<file path="config.mk">
export PLATFORM = sky130hd
export DESIGN_NAME = logicgates_bist
export DESIGN_NICKNAME = d
export VERILOG_FILES = /design/src/rtl/logicgates_bist.sv
export SDC_FILE = /design/constraint.sdc
export NUM_CORES = 1
export LEC_CHECK = 0
export BUFFER_PORTS_ARGS = -buffer_cell sky130_fd_sc_hd__buf_2
export CORE_UTILIZATION = 56
export DETAILED_ROUTE_END_ITERATION = 6
export HOLD_SLACK_MARGIN = 0.08
export PLACE_DENSITY_LB_ADDON = 0.15
export SLEW_MARGIN = 10
export SYNTH_ARGS = -nofsm -noshare
export SYNTH_HDL_FRONTEND = slang
export SYNTH_SLANG_ARGS = --single-unit
</file>
<file path="constraint.sdc">
create_clock -name clk -period 3.5 [get_ports clk]
set_input_delay 0.7 -clock clk [delete_from_list [all_inputs] [get_ports clk]]
set_output_delay 0.7 -clock clk [all_outputs]
set_load 0.02 [all_outputs]
</file>
<file path="src/rtl/logicgates_bist.sv">
// On-chip stimulus/response engine for the 2-bit-select gate unit.
// Optional per-vector failure map enabled by defining LOGICGATES_BIST_FAILMAP_EN.
module logicgates_bist #(
  parameter int unsigned SETTLE_CYC = 1
) (
  input  logic        clk,
  input  logic        rst,
  input  logic        start,
  output logic [1:0]  sel_o,
  output logic        a_o,
  output logic        b_o,
  input  logic        y_i,
  output logic        busy,
  output logic        done,
  output logic        pass,
  output logic [4:0]  err_count,
  output logic [15:0] fail_map
);

  localparam int unsigned IDX_W = 4;
  localparam int unsigned CNT_W = 4;
  localparam int unsigned ERR_W = 5;
  localparam logic [CNT_W-1:0] SETTLE_LOAD = CNT_W'(SETTLE_CYC - 1);
  localparam logic [ERR_W-1:0] ERR_MAX     = ERR_W'(16);
  localparam logic [IDX_W-1:0] IDX_LAST    = IDX_W'(15);

  typedef enum logic [1:0] {S_IDLE, S_SETTLE, S_CHECK, S_DONE} state_e;

  state_e           state_q, state_d;
  logic [IDX_W-1:0] idx_q, idx_d;
  logic [CNT_W-1:0] cnt_q, cnt_d;
  logic [ERR_W-1:0] err_q, err_d;
  logic             busy_q, busy_d;
  logic             done_q, done_d;
  logic             pass_q, pass_d;
  logic             golden_c;
  logic             mismatch_c;
  logic             launch_c;

  // Reference gate behaviour for the vector currently driven.
  always_comb begin
    golden_c = 1'b0;
    unique case (idx_q[3:2])
      2'b00: golden_c = ~idx_q[1];
      2'b01: golden_c = idx_q[1] & idx_q[0];
      2'b10: golden_c = idx_q[1] | idx_q[0];
      2'b11: golden_c = idx_q[1] ^ idx_q[0];
      default: golden_c = 1'b0;
    endcase
  end

  assign mismatch_c = (y_i != golden_c);
  assign launch_c   = start && ((state_q == S_IDLE) || (state_q == S_DONE));

  // State register and datapath registers.
  always_ff @(posedge clk) begin
    if (rst) begin
      state_q <= S_IDLE;
      idx_q   <= '0;
      cnt_q   <= '0;
      err_q   <= '0;
      busy_q  <= 1'b0;
      done_q  <= 1'b0;
      pass_q  <= 1'b0;
    end else begin
      state_q <= state_d;
      idx_q   <= idx_d;
      cnt_q   <= cnt_d;
      err_q   <= err_d;
      busy_q  <= busy_d;
      done_q  <= done_d;
      pass_q  <= pass_d;
    end
  end

  // Next-state logic.
  always_comb begin
    state_d = state_q;
    unique case (state_q)
      S_IDLE, S_DONE: if (start) state_d = S_SETTLE;
      S_SETTLE:       if (cnt_q == '0) state_d = S_CHECK;
      S_CHECK:        state_d = (idx_q == IDX_LAST) ? S_DONE : S_SETTLE;
      default:        state_d = S_IDLE;
    endcase
  end

  // Output/datapath next values; pass is latched from the DONE-entry condition.
  always_comb begin
    idx_d  = idx_q;
    cnt_d  = cnt_q;
    err_d  = err_q;
    done_d = done_q;
    pass_d = pass_q;
    busy_d = (state_d == S_SETTLE) || (state_d == S_CHECK);
    if (launch_c) begin
      idx_d  = '0;
      cnt_d  = SETTLE_LOAD;
      err_d  = '0;
      done_d = 1'b0;
      pass_d = 1'b0;
    end else if (state_q == S_SETTLE) begin
      if (cnt_q != '0) cnt_d = cnt_q - CNT_W'(1);
    end else if (state_q == S_CHECK) begin
      if (mismatch_c && (err_q != ERR_MAX)) err_d = err_q + ERR_W'(1);
      if (idx_q == IDX_LAST) begin
        done_d = 1'b1;
        pass_d = (err_d == '0);
      end else begin
        idx_d = idx_q + IDX_W'(1);
        cnt_d = SETTLE_LOAD;
      end
    end
  end

`ifdef LOGICGATES_BIST_FAILMAP_EN
  logic [15:0] map_q, map_d;

  always_comb begin
    map_d = map_q;
    if (launch_c) begin
      map_d = '0;
    end else if ((state_q == S_CHECK) && mismatch_c) begin
      map_d[idx_q] = 1'b1;
    end
  end

  always_ff @(posedge clk) begin
    if (rst) map_q <= '0;
    else     map_q <= map_d;
  end

  assign fail_map = map_q;
`else
  assign fail_map = 16'h0000;
`endif

  assign sel_o     = idx_q[3:2];
  assign a_o       = idx_q[1];
  assign b_o       = idx_q[0];
  assign busy      = busy_q;
  assign done      = done_q;
  assign pass      = pass_q;
  assign err_count = err_q;

endmodule

</file>
### Word level (Yosys, flattened, before mapping)

Index checks and enable logic that the tools add are counted.
W data, S select, Z words.

| storage, ports and cells | value |
|---|---|
| logic and storage cells | 58 |
| output and inout port bits | 28 |
| input bits | 4 |
| register bits | 18 |

| operators by class | value |
|---|---|
| multiplexer cells | 13 |
| reduce and logical (&&, ||, !) cells | 16 |
| equal/unequal tests | 13 |
| add/sub/neg operators | 3 |
| bitwise operators | 6 |

Operators with widths:

| operator | count |
|---|---|
| $mux W5 | 4 |
| $mux W4 | 4 |
| $eq A2 B2 Y1 const B | 5 |
| $reduce_and A3 Y1 | 3 |
| $eq A2 B1 Y1 const B | 3 |
| $mux W2 | 3 |
| $pmux W2 S3 | 1 |
| $add A5 B1 Y5 const B | 1 |
| $logic_not A5 Y1 | 1 |
| $ne A5 B5 Y1 const B | 1 |
| $add A4 B1 Y4 const B | 1 |
| $eq A4 B4 Y1 const B | 1 |
| $logic_not A2 Y1 | 2 |
| $logic_not A4 Y1 | 1 |
| $ne A2 B1 Y1 const B | 2 |
| $pmux W1 S4 | 1 |
| $reduce_bool A4 Y1 | 1 |
| $reduce_or A2 Y1 | 2 |
| $sub A4 B1 Y4 const B | 1 |
| $not A1 Y1 | 3 |
| $logic_and A1 B1 Y1 | 2 |
| $logic_or A1 B1 Y1 | 2 |
| $reduce_and A2 Y1 | 1 |
| $reduce_bool A2 Y1 | 1 |
| 4 further kinds | 4 |

### Longest topological paths before layout

| logic depth | value |
|---|---|
| depth in word-level cells | 9 |
| gate-level depth with buffers | 8 |
| gate-level depth less buffers | 8 |

### Worst setup path after synthesis

OpenSTA, ideal clock, no wires.

| path | value |
|---|---|
| kind | register to register |
| from | register idx_q[1] |
| to | register err_q[2] (netlist: err_count[2]) |
| path buffers | 0 |
| clock period less this slack | 2050 ps |
| path slack | 1450 ps |
| required time | 3430 ps |
| cell stages (with the launch flop) | 9 |
| arrival time | 1980 ps |
| path through | dfxtp_1 -> inv_1 -> ha_1 -> nand2b_1 -> and3_4 -> nor3_4 -> o211ai_2 -> or3_1 -> a21oi_1 |

| on the way | value |
|---|---|
| longest elaborated chain between the ends | 8 |
| elaborated cells between the ends (all ways) | 11 |

Ends and longest elaborated chain:

| what | line | source |
|---|---|---|
| start: declaration | 30 | `logic [IDX_W-1:0] idx_q, idx_d;` |
| start signal: assignment | 67 | `idx_q <= idx_d;` |
| $xor A1 B1 Y1 (tied with other cells) | 47 | `2'b11: golden_c = idx_q[1] ^ idx_q[0];` |
| $pmux W1 S4 (*) | 43 | `unique case (idx_q[3:2])` |
| $ne A1 B1 Y1 (*) | 52 | `assign mismatch_c = (y_i != golden_c);` |
| $logic_and A1 B1 Y1 (*) | 104 | `if (mismatch_c && (err_q != ERR_MAX)) err_d = err_q + ERR_W'(1);` |
| $mux W5 (*) | 104 |  |
| $mux W5 (*) | 103 | `end else if (state_q == S_CHECK) begin` |
| $mux W5 (*) | 101 | `end else if (state_q == S_SETTLE) begin` |
| $mux W5 (*) | 95 | `if (launch_c) begin` |
| end signal: assignment | 69 | `err_q <= err_d;` |
| end: declaration | 32 | `logic [ERR_W-1:0] err_q, err_d;` |

Mark *: on every way between the ends. The rest lies on a longest branch, timed or not. The select of a mux whose other input is x is not followed.
A chain may end at the register's enable or synchronous reset.

### Worst setup path after layout

Same ends and word-level chain as after synthesis.

==> metrics.cfg <==
[clock_tree]
cts_resized=0
cts_buffers=3
cts.sinks=18
htree_num_levels=1
clk_pin_slew_ps=100
holdBufCountCts=0
clk_path_buf_depth=2
cts_tree=built
postCtsSetupBuffers=0
root_buffer=clkbuf_4
clk_latency_ps=280

[synth]
yosysUniqueCellTypes=41
yosys_warnings=0
syn_inst=146
ys_seq_area_share_pct=29.57
synthTopCellsByArea=dfxtp_1 30%, buf_4 10%, ha_1 8.2%
yosys.area.top_type=dfxtp_1
synth_top_area_share_pct=29.57
ys_seq_elements=18
syn_avg_cell_area_sq_um=8.347
synth_area_sq_um=1219

[die]
die_h_microns=48.65
ios=32
dieWidth_microns=48.65
die-area_sq_um=2367
start_util_pct=60.88
core_area_sq_um=2002
num_rows=16

[route]
dr.first_iter.drc_count=20
route.detailed.drc=0
num_vias=942
viasPerCell=5.037
drtAntennaViolNets=0
drt_pass1_iterations=4
drt-wirelength-per-cell_microns=10.92
routed_wl_mm=2.042

[global_routing]
grt_use_total_pct=19.51
grt_antenna_before_repair=0
grt_pass1_wl_mm=3.629
grt_overflow=0
grt_max_degree=16
grt_pass1_vias=848

[worst_setup_path]
critPathSlowestCell=dfxtp_1
crit_type=reg2reg
endpoint_kind=flip-flop
start_kind=flip-flop
crit_path_cell_trace=inv_1, ha_1, nand2b_1, and3_4, nor3_4, o211ai_2, or3_1, a21oi_1
r2r-start=idx_q[1]
cp_data_arrival_time_ps=2270
r2r-end=err_count[2]
crit_required_ps=3720
rr_worst_depth=8
r2r_slack_ps=1450
cpPeakStageDelay_ps=420
critPathMaxFanout=6

[worst_hold_path]
min_from=done
holdPathStages=2
hold_class=reg2reg
whs_endpoint=done

[pwr]
power_per_cell_area_nw_per_um2=392.5
p_leak_nw=0.5382
clockPowerShare_pct=19.8
power_switching_mw=0.1760
p_sw_share_pct=35.59
seqPwrFrac_pct=46.7
p_int_mw=0.3185
vdd_drop_max_mv=0.3548
pwr-share-comb_pct=33.5

[sta]
final.setup.tns_ps=0
max_freq_mhz=487.2
fin_skew_ps=2.440
setup_violations=0
hold_viol=0
rsz0062_at_grt=false
post-route-period-util_pct=58.64
finalCriticalPeriod_ps=2053
maxSlewViolCount=0
setup_ws_ps=1447

[place]
place.gp.congestion=0.8686
dpl.hpwl_mm=1.594
pre_cts_ws_ps=1467
port_buffers=15
dp.cells=184

[finish]
layout.nets=174
layout.cells.non_filler=187
nFillCells=182
multi_input_area_sq_um=726.9
mostFrequentLayoutCells=18 x nor2_1, 18 x dfxtp_1, 16 x conb_1
seq_area_sq_um=360.3
n_antenna_cell=0
drive_gt1_share_pct=16.88
area_delta_synth_final_pct=3.388

[flow_run]
drv_cap=0

[run_status]
status=complete, no violations

==> worst max-delay path by stage <==
| stage | from | end | slack, ps | cells past startpoint |
|---|---|---|---|---|
| after CTS | idx_q[1] | err_count[2] | 1440 | 8 |
| after floorplan | idx_q[1] | err_count[2] | 1450 | 8 |
| after detailed placement | idx_q[1] | err_count[2] | 1470 | 8 |
| after global placement | idx_q[1] | err_count[2] | 1530 | 8 |
| after global routing | idx_q[1] | err_count[2] | 1260 | 8 |
| final | idx_q[1] | err_count[2] | 1450 | 8 |
==> per-layer routing <==
layer | GRT usage, % | wire length [microns] | up-vias
met2 | 31.94 | 907 | 25
li1 | - | - | 486
met1 | 25.83 | 1034 | 429
met5 | 0 | 0 | -
met3 | 2.830 | 78 | 2
met4 | 7.353 | 21 | 0
==> final cells by class <==
type	instances	share of cell area, %
Clock buffer	3	1.787
Multi-Input combinational cell	113	57.70
Sequential cell	18	28.60
Tap cell	27	2.681
Timing Repair Buffer	15	5.958
Inverter	11	3.277
==> registers in the layout, summed over array words and instances, names as in the netlist <==
name       count
busy           1
cnt_q          4
done           1
err_count      5
idx_q          4
pass           1
state_q        2
==> stage by stage <==
stage	power (mW)	hold slack (ps)	cell area, sq um	utilization, %
after floorplan	0.3816	478.3	1275	-
after global routing	0.5279	476.9	1260	62.94
after detailed placement	0.4001	442.9	1237	61.81
after global placement	0.3950	435.0	1237	61.81
after CTS	0.4994	466.3	1260	62.94
final	0.4945	460.7	1260	62.94
==> synthesized netlist by cell type, drive strengths merged <==
library cell / number
nand3b: 1
a22oi: 1
o21a: 1
nor4: 1
a21oi: 9
conb: 1
nor3b: 1
nand2b: 2
ha: 8
clkbuf: 1
nor2b: 1
xor2: 5
buf: 18
and2: 3
nand3: 2
o211ai: 3
o21ai: 6
or2: 1
or3: 2
nor2: 18
nor3: 6
or3b: 1
a21o: 1
xnor2: 5
nand4: 1
and3: 4
inv: 11
a211oi: 1
o32ai: 1
nand2: 7
mux2i: 4
dfxtp: 18
o41ai: 1
==> power by group through the flow <==
stage | combinational [mW] | clock [mW] | sequential, mW
after CTS | 0.166 | 0.103 | 0.231
after floorplan | 0.140 | 0 | 0.242
after global placement | 0.161 | 0 | 0.234
after detailed placement | 0.165 | 0 | 0.235
final | 0.166 | 0.0980 | 0.231
after global routing | 0.185 | 0.109 | 0.233
==> critical path: cells and delay by family (launching register included) <==
family	cells	cell delay (ps)
buffers and inverters	1	60
AO/OA/AOI/OAI	2	310
flip-flops	1	420
adder cells (fa/ha/maj)	1	300
AND/OR/NAND/NOR	4	890
==> kinds of logic after synthesis <==
| kind of cell | after synthesis | share of synthesized area (%) |
|---|---|---|
| AO/OA/AOI/OAI | 24 | 12.32 |
| XOR/XNOR | 10 | 7.187 |
| adder cells (fa/ha/maj) | 8 | 8.214 |
| buffers and inverters | 30 | 15.40 |
| flip-flops | 18 | 29.57 |
| multiplexers | 4 | 3.286 |
| other | 1 | 0.3077 |
| AND/OR/NAND/NOR | 51 | 23.72 |
Note: power is estimated with default switching activity, not from simulation.
